[config.mk]
export PLATFORM = sky130hd
export DESIGN_NAME = dc_offset_loop_flat
export DESIGN_NICKNAME = d
export VERILOG_FILES = /design/src/rtl/dc_offset_loop_if.sv /design/src/rtl/dc_offset_loop.sv /design/src/flat_wrapper.sv
export SDC_FILE = /design/constraint.sdc
export NUM_CORES = 1
export LEC_CHECK = 0
export BUFFER_PORTS_ARGS = -buffer_cell sky130_fd_sc_hd__buf_2
export CORE_MARGIN = 2
export CORE_UTILIZATION = 45
export DETAILED_ROUTE_END_ITERATION = 8
export GPL_TIMING_DRIVEN = 0
export PLACE_DENSITY = 0.75
export SLEW_MARGIN = 20
export SYNTH_ARGS = -nofsm -noshare
export SYNTH_HDL_FRONTEND = slang
export SYNTH_SLANG_ARGS = --single-unit
[constraint.sdc]
create_clock -name clk -period 8.6 [get_ports clk]
set_input_delay 1.72 -clock clk [delete_from_list [all_inputs] [get_ports clk]]
set_output_delay 1.72 -clock clk [all_outputs]
set_load 0.05 [all_outputs]
[src/rtl/dc_offset_loop_if.sv]
// Bundle of the DC-offset loop's control, accumulator and sample-stream signals.
// The master side drives the loop inputs; the slave side is the canceller itself.
interface dc_offset_loop_if;
  logic               clk_en;
  logic               enable;
  logic               freeze;
  logic               corr_clear;
  logic signed [17:0] acc_mean_in;
  logic signed [17:0] sig_in;
  logic               hold;
  logic               clear;
  logic signed [17:0] dc_corr;
  logic signed [17:0] sig_out;
  logic               corr_valid;
  logic [15:0]        win_count;

  modport master (
    output clk_en, enable, freeze, corr_clear, acc_mean_in, sig_in,
    input  hold, clear, dc_corr, sig_out, corr_valid, win_count
  );

  modport slave (
    input  clk_en, enable, freeze, corr_clear, acc_mean_in, sig_in,
    output hold, clear, dc_corr, sig_out, corr_valid, win_count
  );
endinterface

[src/rtl/dc_offset_loop.sv]
// Closed-loop DC-offset canceller: sequences accumulator windows via hold/clear,
// integrates the window mean into a saturating correction, subtracts it per symbol.
module dc_offset_loop #(
  parameter int WIN_LOG2 = 20,
  parameter int MU_SHIFT = 4
) (
  input  logic             clk,
  input  logic             reset,
  dc_offset_loop_if.slave  bus
);

  localparam logic [1:0] S_IDLE   = 2'd0;
  localparam logic [1:0] S_ACCUM  = 2'd1;
  localparam logic [1:0] S_GUARD  = 2'd2;
  localparam logic [1:0] S_UPDATE = 2'd3;

  localparam int CW = WIN_LOG2 + 1;
  localparam logic [CW-1:0] WIN_LEN = {1'b1, {WIN_LOG2{1'b0}}};

  logic [1:0]         state_q, state_d;
  logic [CW-1:0]      cnt_q, cnt_d;
  logic               hold_q, hold_d;
  logic               clear_q, clear_d;
  logic signed [17:0] dc_corr_q, dc_corr_d;
  logic signed [17:0] sig_out_q, sig_out_d;
  logic               corr_valid_q, corr_valid_d;
  logic [15:0]        win_count_q, win_count_d;

  logic signed [17:0] step;
  logic signed [18:0] corr_sum;
  logic signed [18:0] sig_diff;
  logic [CW-1:0]      cnt_inc;

  // Clamp a 19-bit result into the 18-bit signed range; overflow shows as bit 18 != bit 17.
  function automatic logic signed [17:0] sat18(input logic signed [18:0] v);
    if (v[18] != v[17]) return v[18] ? 18'sh20000 : 18'sh1ffff;
    else                return v[17:0];
  endfunction

  assign step     = bus.acc_mean_in >>> MU_SHIFT;
  assign corr_sum = $signed({dc_corr_q[17], dc_corr_q}) + $signed({step[17], step});
  assign sig_diff = $signed({bus.sig_in[17], bus.sig_in}) - $signed({dc_corr_q[17], dc_corr_q});
  assign cnt_inc  = cnt_q + 1'b1;

  // NOTE: every output of this block gets a default first so no path leaves it unassigned (no latches).
  always_comb begin
    state_d      = state_q;
    cnt_d        = cnt_q;
    dc_corr_d    = dc_corr_q;
    sig_out_d    = sig_out_q;
    corr_valid_d = 1'b0;
    win_count_d  = win_count_q;

    if (!bus.enable) begin
      state_d = S_IDLE;
      cnt_d   = '0;
    end else begin
      case (state_q)
        S_IDLE: begin
          state_d = S_ACCUM;
          cnt_d   = '0;
        end
        S_ACCUM, S_UPDATE: begin
          if (state_q == S_UPDATE) begin
            state_d     = S_ACCUM;
            win_count_d = win_count_q + 16'd1;
            if (!bus.freeze) begin
              dc_corr_d    = sat18(corr_sum);
              corr_valid_d = 1'b1;
            end
          end
          // A strobe landing in UPDATE is already symbol 1 of the next window.
          if (bus.clk_en) begin
            cnt_d = cnt_inc;
            if (cnt_inc == WIN_LEN) state_d = S_GUARD;
          end
        end
        S_GUARD: begin
          if (bus.clk_en) begin
            cnt_d   = '0;
            state_d = S_UPDATE;
          end
        end
        default: begin
          state_d = S_IDLE;
          cnt_d   = '0;
        end
      endcase
    end

    if (bus.corr_clear) begin
      dc_corr_d    = '0;
      corr_valid_d = 1'b0;
    end

    if (bus.clk_en) sig_out_d = sat18(sig_diff);

    // hold/clear are registered from the next state so they are glitch-free to the accumulator.
    hold_d  = (state_d == S_GUARD);
    clear_d = (state_d == S_IDLE) || (state_d == S_GUARD);
  end

  // NOTE: sequential state uses non-blocking assignments so all flops update together at the edge.
  always_ff @(posedge clk or posedge reset) begin
    if (reset) begin
      state_q      <= S_IDLE;
      cnt_q        <= '0;
      hold_q       <= 1'b0;
      clear_q      <= 1'b1;
      dc_corr_q    <= '0;
      sig_out_q    <= '0;
      corr_valid_q <= 1'b0;
      win_count_q  <= '0;
    end else begin
      state_q      <= state_d;
      cnt_q        <= cnt_d;
      hold_q       <= hold_d;
      clear_q      <= clear_d;
      dc_corr_q    <= dc_corr_d;
      sig_out_q    <= sig_out_d;
      corr_valid_q <= corr_valid_d;
      win_count_q  <= win_count_d;
    end
  end

  assign bus.hold       = hold_q;
  assign bus.clear      = clear_q;
  assign bus.dc_corr    = dc_corr_q;
  assign bus.sig_out    = sig_out_q;
  assign bus.corr_valid = corr_valid_q;
  assign bus.win_count  = win_count_q;

endmodule

[src/flat_wrapper.sv]
// flat-port wrapper written by rule: the top's interface ports become plain ports
module dc_offset_loop_flat 
#(
  parameter int WIN_LOG2 = 20,
  parameter int MU_SHIFT = 4
)
  (clk, reset, bus_clk_en, bus_enable, bus_freeze, bus_corr_clear, bus_acc_mean_in, bus_sig_in, bus_hold, bus_clear, bus_dc_corr, bus_sig_out, bus_corr_valid, bus_win_count);
  dc_offset_loop_if bus_i ();
  input  logic clk;
  input  logic reset;
  input wire logic [$bits(bus_i.clk_en)-1:0] bus_clk_en;
  input wire logic [$bits(bus_i.enable)-1:0] bus_enable;
  input wire logic [$bits(bus_i.freeze)-1:0] bus_freeze;
  input wire logic [$bits(bus_i.corr_clear)-1:0] bus_corr_clear;
  input wire logic [$bits(bus_i.acc_mean_in)-1:0] bus_acc_mean_in;
  input wire logic [$bits(bus_i.sig_in)-1:0] bus_sig_in;
  output wire logic [$bits(bus_i.hold)-1:0] bus_hold;
  output wire logic [$bits(bus_i.clear)-1:0] bus_clear;
  output wire logic [$bits(bus_i.dc_corr)-1:0] bus_dc_corr;
  output wire logic [$bits(bus_i.sig_out)-1:0] bus_sig_out;
  output wire logic [$bits(bus_i.corr_valid)-1:0] bus_corr_valid;
  output wire logic [$bits(bus_i.win_count)-1:0] bus_win_count;
  assign bus_i.clk_en = bus_clk_en;
  assign bus_i.enable = bus_enable;
  assign bus_i.freeze = bus_freeze;
  assign bus_i.corr_clear = bus_corr_clear;
  assign bus_i.acc_mean_in = bus_acc_mean_in;
  assign bus_i.sig_in = bus_sig_in;
  assign bus_hold = bus_i.hold;
  assign bus_clear = bus_i.clear;
  assign bus_dc_corr = bus_i.dc_corr;
  assign bus_sig_out = bus_i.sig_out;
  assign bus_corr_valid = bus_i.corr_valid;
  assign bus_win_count = bus_i.win_count;
  dc_offset_loop #(.WIN_LOG2(WIN_LOG2), .MU_SHIFT(MU_SHIFT)) u_core (.clk(clk), .reset(reset), .bus(bus_i));
endmodule
==> results.sh, run 1 <==
export IMPL_overflow=0
export IMPL_ir_drop_v=0.0000891
export IMPL_initial_core_util_pct=46.6
export IMPL_grt_max_degree=49
export IMPL_slowest_delay_ns=0.51
export IMPL_clk_pin_slew_worst_paths_ns=0.06
export IMPL_via_count=5244
export IMPL_period_share_pct=50.5
export IMPL_cp_cell_sequence="buf_2 -> ha_1 -> fa_1 -> a211o_1 -> a21oi_1 -> o31ai_1 -> a2111oi_0 -> a211oi_2 -> buf_2 -> a221o_1"
export IMPL_cts_sinks=78
export IMPL_required_ns=8.82
export IMPL_cts_buffer_depth=2
export IMPL_hpwl_mm=10.7
export IMPL_cts_setup_buffers=0
export IMPL_hold_depth=1
export IMPL_setup_worst_path_class="primary input to flop"
export IMPL_period_minus_slack_ns=4.35
export IMPL_final_util_pct=54.9
export IMPL_port_buffers=92
export IMPL_crit_top_cell="buf_2"
export IMPL_finalWorstSetupSlack_ns=4.25
export IMPL_synth_top_cell_by_area="dfrtp_1"
export IMPL_cts_resized=0
export IMPL_dpl_instance_area_um2=6340
export IMPL_nets=818
export IMPL_synthArstFlopShare_pct=100
export IMPL_hp_class="flop to flop"
export IMPL_layout_drive_gt1_share_pct=18.5
export IMPL_antenna_cells=0
export IMPL_die_h_um=116
export IMPL_core_area_um2=12100
export IMPL_insertion_delay_ns=0.34
export IMPL_drv_cap=0
export IMPL_cp_end_kind="flop"
export IMPL_hold_violations=0
export IMPL_synth_area_leaders="dfrtp_1 (34%), ha_1 (8.4%), xnor2_1 (5.0%), o21ai_0 (4.7%), a21oi_1 (3.4%)"
export IMPL_synth_edf_count=0
export IMPL_ios=97
export IMPL_synthTopCellsByCount="dfrtp_1 (77), o21ai_0 (53), nand2_1 (46)"
export IMPL_drtPass1Iterations=5
export IMPL_holdWs_ns=0.491
export IMPL_crit_path_start_kind="primary input"
export IMPL_crit_path_max_fanout=10
export IMPL_setup_violations_final=0
export IMPL_synthesis_area_um2=5640
export IMPL_track_usage_pct=21.4
export IMPL_drcViolationCount=0
export IMPL_path_depth=10
export IMPL_place_gp_congestion=0.933
export IMPL_synth_cell_types=71
export IMPL_arrival_ns=4.56
export IMPL_status="finished clean"
export IMPL_yosys_area_top_type_share_pct=34.2
export IMPL_die_w_um=116
export IMPL_floorplan_rows=40
export IMPL_yosysMostFrequentCell="dfrtp_1"
export IMPL_ys_ff_latch=78
export IMPL_syn_to_final_growth_pct=17.9
export IMPL_critPathBufInv=2
export IMPL_worst_pin_slew_ns=0.968
export IMPL_slew_headroom_pct=34.5
export IMPL_place_inst=893
export IMPL_h_tree_depth=3
export IMPL_rsz0062_at_grt="no"
export IMPL_avgSynthCellArea_um2=8.92
export IMPL_dp_slack_ns=3.89
export IMPL_r2r_cells=9
export IMPL_total_power_mw=0.959
export IMPL_wirelength_mm=13.8
export IMPL_ys_flop_type="dfrtp_1"
export IMPL_yosys_warnings=0
export IMPL_p_leak_nw=3.05
export IMPL_crit_family="compound AO/OA/AOI/OAI gates"
export IMPL_grt_pass1_vias=4903
export IMPL_critPathSlowestCell="a2111oi_0"
export IMPL_final_antenna_net_count=0
export IMPL_seq_area_frac_synth_pct=34.6
export IMPL_syn_nets=714
export IMPL_dieArea_um2=13400
export IMPL_finalSetupTns_ns=0
export IMPL_routed_via_density=5.77
export IMPL_grt_pass1_wl_mm=23.3
export IMPL_clockRootBuffer="clkbuf_16"
export IMPL_p_per_area_nw_per_um2=144
export IMPL_synth_cells=632
export IMPL_cts_tree="done"
export IMPL_cts_hold_buffers_added=0
export IMPL_skew_ns=0.00797
export IMPL_cts_made_buffers=9
export IMPL_finalInstanceArea_um2=6650
export IMPL_max_clock_freq_mhz=230
export IMPL_drt_iter0_drc=351
export IMPL_wl_per_cell_um=15.2
export IMPL_drv_slew=0
export IMPL_stdcell_count=909
export IMPL_antenna_found_initial=2
layer usage:
metal  vias to the layer above  GRT usage [%]  routed length (µm)
met3                        22           4.08                 797
met2                       173           34.9                6510
met1                      2489           29.4                6310
met4                         2           5.48                 195
li1                       2558              -                   -
met5                         -              0                  11
kinds of logic (layout without fill, tap and decap cells):
| kind of cell | after synthesis | count (layout) | synth area share (%) |
|---|---|---|---|
| AOI/OAI and AO/OA | 198 | 198 | 24.2 |
| adders and majority gates | 40 | 40 | 9.14 |
| buffers and inverters | 65 | 174 | 5.19 |
| and+or+nand+nor | 195 | 195 | 17.8 |
| xor gates and xnor gates | 48 | 48 | 7.45 |
| muxes | 8 | 8 | 1.53 |
| DFF | 78 | 78 | 34.6 |
path summary, 6_finish.rpt:
check                                       start                       end  slack, ns
setup / recovery               bus_acc_mean_in[4]     u_core.bus.dc_corr[6]       4.25
min in group asynchronous                   reset  u_core.bus.win_count[15]       1.38
setup reg to reg            u_core.bus.dc_corr[0]     u_core.bus.dc_corr[6]       5.28
max in group asynchronous                   reset     u_core.bus.dc_corr[1]       6.65
hold / removal             u_core.bus.sig_out[12]    u_core.bus.sig_out[12]       0.49
hold reg to reg            u_core.bus.sig_out[12]    u_core.bus.sig_out[12]       0.49
power breakdown:
group	internal, mW	switching, mW	leakage (nW)
Sequential	0.381	0.0101	1.04
Combinational	0.0549	0.123	1.86
Clock	0.235	0.155	0.149
Total	0.671	0.288	3.05
placed cells by master, fill, tap and decap left out, types with 10 or more instances in the layout:
cell and n:
xor2_1 16, dfrtp_1 77, nand4_1 13, clkbuf_1 18, xnor2_1 32, buf_2 93, nand2_1 46, o31ai_1 10
a21oi_1 38, ha_1 38, o21ai_0 53, nand3_1 29, inv_1 37, nor2_1 36, a221o_1 17, o2bb2ai_1 18
nor3_1 11
state kept, by name, summed over array words and instances, names as in the netlist:
name,flops
u_core.bus.win_count,16
u_core.bus.dc_corr,18
u_core.bus.sig_out,18
u_core.bus.corr_valid,1
u_core.bus.clear,1
u_core.bus.hold,1
u_core.state_q,2
u_core.cnt_q,21
layout make-up:
type	instances	area, µm²
fillers	1122	5460
multi-input cells	489	3390
flip-flops and latches	78	1950
repair buffers	93	488
clock buffers	10	239
well taps	168	210
plain buffers	27	150
inverters	38	145
clock inverters	6	68.8
Note: power is estimated with default switching activity, not from simulation.
==> inputs of run 2 (changes only) <==
--- a/config.mk
+++ b/config.mk
@@ -5,6 +5,7 @@
 export SDC_FILE = /design/constraint.sdc
 export NUM_CORES = 1
 export LEC_CHECK = 0
+export ABC_AREA = 1
 export BUFFER_PORTS_ARGS = -buffer_cell sky130_fd_sc_hd__buf_2
 export CORE_MARGIN = 2
 export CORE_UTILIZATION = 45
==> constraint.sdc (replaced) <==
create_clock -name clk -period 4.5 [get_ports clk]
set_input_delay 0.9 -clock clk [delete_from_list [all_inputs] [get_ports clk]]
set_output_delay 0.9 -clock clk [all_outputs]
set_load 0.05 [all_outputs]
==> run 2 against run 1 <==
Clock-buffer cell count shrank 1. Largest cell class unchanged. Die area rose by 7.2%. Highest routed layer unchanged. Area after synthesis grew 7.4%. First-iteration DRC count down 23%. Sequential power up 93%. Worst hold slack improved by 0.014 ns. Worst setup slack worse by 2.3 ns. Non-clock buffer count is 15 lower. Utilization fell by 1.3 points.
==> results.sh, run 2 <==
export IMPL_period_minus_slack_ns=2.55
export IMPL_dp_slack_ns=1.59
export IMPL_cp_end_kind="flop"
export IMPL_finalSetupTns_ns=0
export IMPL_die_h_um=120
export IMPL_synthTopCellsByCount="nand2_1 (283), inv_1 (118), nor2_1 (86), dfrtp_1 (77), nand3_1 (62)"
export IMPL_required_ns=4.77
export IMPL_r2r_cells=11
export IMPL_cp_cell_sequence="buf_2 -> inv_1 -> ha_1 -> fa_1 -> inv_1 -> a31oi_1 -> o21ai_0 -> nand3_1 -> nand2_1 -> nand2_1 -> nand2_1 -> nand2_1 -> a21oi_1"
export IMPL_dpl_instance_area_um2=6770
export IMPL_nets=1064
export IMPL_drtPass1Iterations=5
export IMPL_drv_cap=0
export IMPL_track_usage_pct=21.0
export IMPL_grt_busiest_layer="met2"
export IMPL_die_w_um=120
export IMPL_syn_nets=960
export IMPL_max_clock_freq_mhz=392
export IMPL_rsz0062_at_grt="no"
export IMPL_syn_to_final_growth_pct=16.7
export IMPL_p_per_area_nw_per_um2=268
export IMPL_power_share_switching_pct=32.3
export IMPL_final_antenna_net_count=0
export IMPL_cts_tree="done"
export IMPL_crit_path_start_kind="primary input"
export IMPL_h_tree_depth=3
export IMPL_final_common_cell="nand2_1"
export IMPL_slowest_delay_ns=0.40
export IMPL_cts_buffer_depth=2
export IMPL_cts_made_buffers=9
export IMPL_insertion_delay_ns=0.35
export IMPL_r2r_start="u_core.bus.dc_corr[0]"
export IMPL_crit_start="bus_sig_in[0]"
export IMPL_holdWs_ns=0.504
export IMPL_wirelength_mm=14.5
export IMPL_synth_top_cell_by_area="dfrtp_1"
export IMPL_cts_setup_buffers=0
export IMPL_antenna_cells=0
export IMPL_final_util_pct=53.6
export IMPL_drcViolationCount=0
export IMPL_yosys_area_top_type_share_pct=31.8
export IMPL_finalInstanceArea_um2=7070
export IMPL_clockRootBuffer="clkbuf_16"
export IMPL_synth_area_leaders="dfrtp_1 (32%), nand2_1 (18%), ha_1 (7.8%), inv_1 (7.3%), nor2_1 (5.3%)"
export IMPL_worst_pin_slew_ns=0.629
export IMPL_synth_cell_types=40
export IMPL_floorplan_rows=42
export IMPL_cts_resized=0
export IMPL_ir_drop_v=0.000162
export IMPL_hpwl_mm=11.6
export IMPL_avgSynthCellArea_um2=6.90
export IMPL_grt_use_met2_pct=35.8
export IMPL_yosysMostFrequentCell="nand2_1"
export IMPL_arrival_ns=2.82
export IMPL_layout_drive_gt1_share_pct=16.7
export IMPL_cp_endpoint="u_core.bus.sig_out[16]"
export IMPL_routed_via_density=4.87
export IMPL_gr_usage_met1_pct=27.6
export IMPL_seq_area_frac_synth_pct=32.2
export IMPL_slew_headroom_pct=57.9
export IMPL_grt_pass1_wl_mm=24.5
export IMPL_cts_sinks=78
export IMPL_antenna_found_initial=1
export IMPL_layout_common_cells="nand2_1 (283), inv_1 (117), buf_2 (93)"
export IMPL_period_share_pct=56.7
export IMPL_crit_top_cell="nand2_1"
export IMPL_synthArstFlopShare_pct=100
export IMPL_intPower_mw=1.29
export IMPL_yosys_warnings=0
export IMPL_ios=97
export IMPL_setup_violations_final=0
export IMPL_hp_class="flop to flop"
export IMPL_ys_flop_type="dfrtp_1"
export IMPL_ys_ff_latch=78
export IMPL_n_fill_cell=1272
export IMPL_p_leak_nw=3.65
export IMPL_synth_cells=878
export IMPL_grt_pass1_vias=5331
export IMPL_drv_slew=0
export IMPL_initial_core_util_pct=45.9
export IMPL_wl_per_cell_um=12.4
export IMPL_gr_usage_met3_pct=2.90
export IMPL_via_count=5662
export IMPL_place_gp_congestion=0.875
export IMPL_synth_edf_count=0
export IMPL_crit_path_max_fanout=3
export IMPL_dieArea_um2=14400
export IMPL_cts_hold_buffers_added=0
export IMPL_grt_max_degree=47
export IMPL_finalWorstSetupSlack_ns=1.95
export IMPL_hold_violations=0
export IMPL_core_area_um2=13200
export IMPL_reg2reg_to="u_core.bus.sig_out[16]"
export IMPL_top_register="u_core.cnt_q"
export IMPL_clkPwrFrac_pct=39.5
export IMPL_clk_pin_slew_worst_paths_ns=0.06
export IMPL_skew_ns=0.0100
export IMPL_drt_iter0_drc=270
export IMPL_status="finished clean"
export IMPL_pwr_share_seq_pct=39.7
export IMPL_setup_worst_path_class="primary input to flop"
export IMPL_largest_reg_flops=21
export IMPL_synthesis_area_um2=6060
export IMPL_overflow=0
export IMPL_critPathSlowestCell="fa_1"
export IMPL_reg2reg_setup_slack_ns=2.15
export IMPL_port_buffers=92
export IMPL_combPwrFrac_pct=20.8
export IMPL_switchingPower_mw=0.613
-- run 2: how the worst min path moves through the flow --
stage                                  startpoint                 endpoint  slack, ns  depth (start not counted)
after CTS                 u_core.bus.win_count[5]  u_core.bus.win_count[5]       0.50                          1
after floorplan                   u_core.cnt_q[1]          u_core.cnt_q[1]       0.50                          2
final                     u_core.bus.win_count[5]  u_core.bus.win_count[5]       0.50                          1
after detailed placement  u_core.bus.win_count[5]  u_core.bus.win_count[5]       0.50                          1
after global placement    u_core.bus.win_count[5]  u_core.bus.win_count[5]       0.48                          1
after global routing      u_core.bus.win_count[5]  u_core.bus.win_count[5]       0.51                          1
-- run 2: worst max-delay path: cells and delay by family --
kind,cells,cell delay (ns)
fa+ha+maj,2,0.59
compound gates,3,0.64
simple gates,5,0.45
buf+inv,3,0.23
-- run 2: logic make-up (layout without fill, tap and decap cells) --
family	after synthesis	count (layout)	synth area share, %
AOI/OAI and AO/OA	98	98	9.29
adders and majority gates	40	40	8.51
buffers and inverters	136	245	9.00
and+or+nand+nor	491	491	35.9
xor gates and xnor gates	35	35	5.06
DFF	78	78	32.2
-- run 2: layer usage --
| layer | vias to the layer above | wire, µm |
|---|---|---|
| li1 | 3021 | - |
| met1 | 2528 | 6790 |
| met2 | 93 | 6950 |
| met3 | 18 | 508 |
| met4 | 2 | 197 |
| met5 | - | 14 |
-- run 2: cell type report --
cell class	instances	area [µm²]	share of cell area, %
tap	176	220	3.11
sequential	78	1950	27.6
buffer	12	80.1	1.13
multi-input combinational	664	3560	50.3
clock buffer	9	225	3.18
timing repair buffer	93	488	6.90
clock inverter	7	78.8	1.11
inverter	124	468	6.61
-- run 2: power by group through the flow --
stage,combinational [mW],clock (mW),sequential [mW]
floorplan,0.190,0,0.866
global placement,0.387,0,0.765
detailed placement,0.396,0,0.766
CTS,0.398,0.758,0.755
global route,0.438,0.781,0.759
finish,0.396,0.750,0.754
-- run 2: through the flow --
step / total power, mW / cells
final: 1.90 / 1163
after global routing: 1.98 / 1163
after CTS: 1.91 / 1163
after detailed placement: 1.16 / 1147
after global placement: 1.15 / 1146
after floorplan: 1.06 / 878
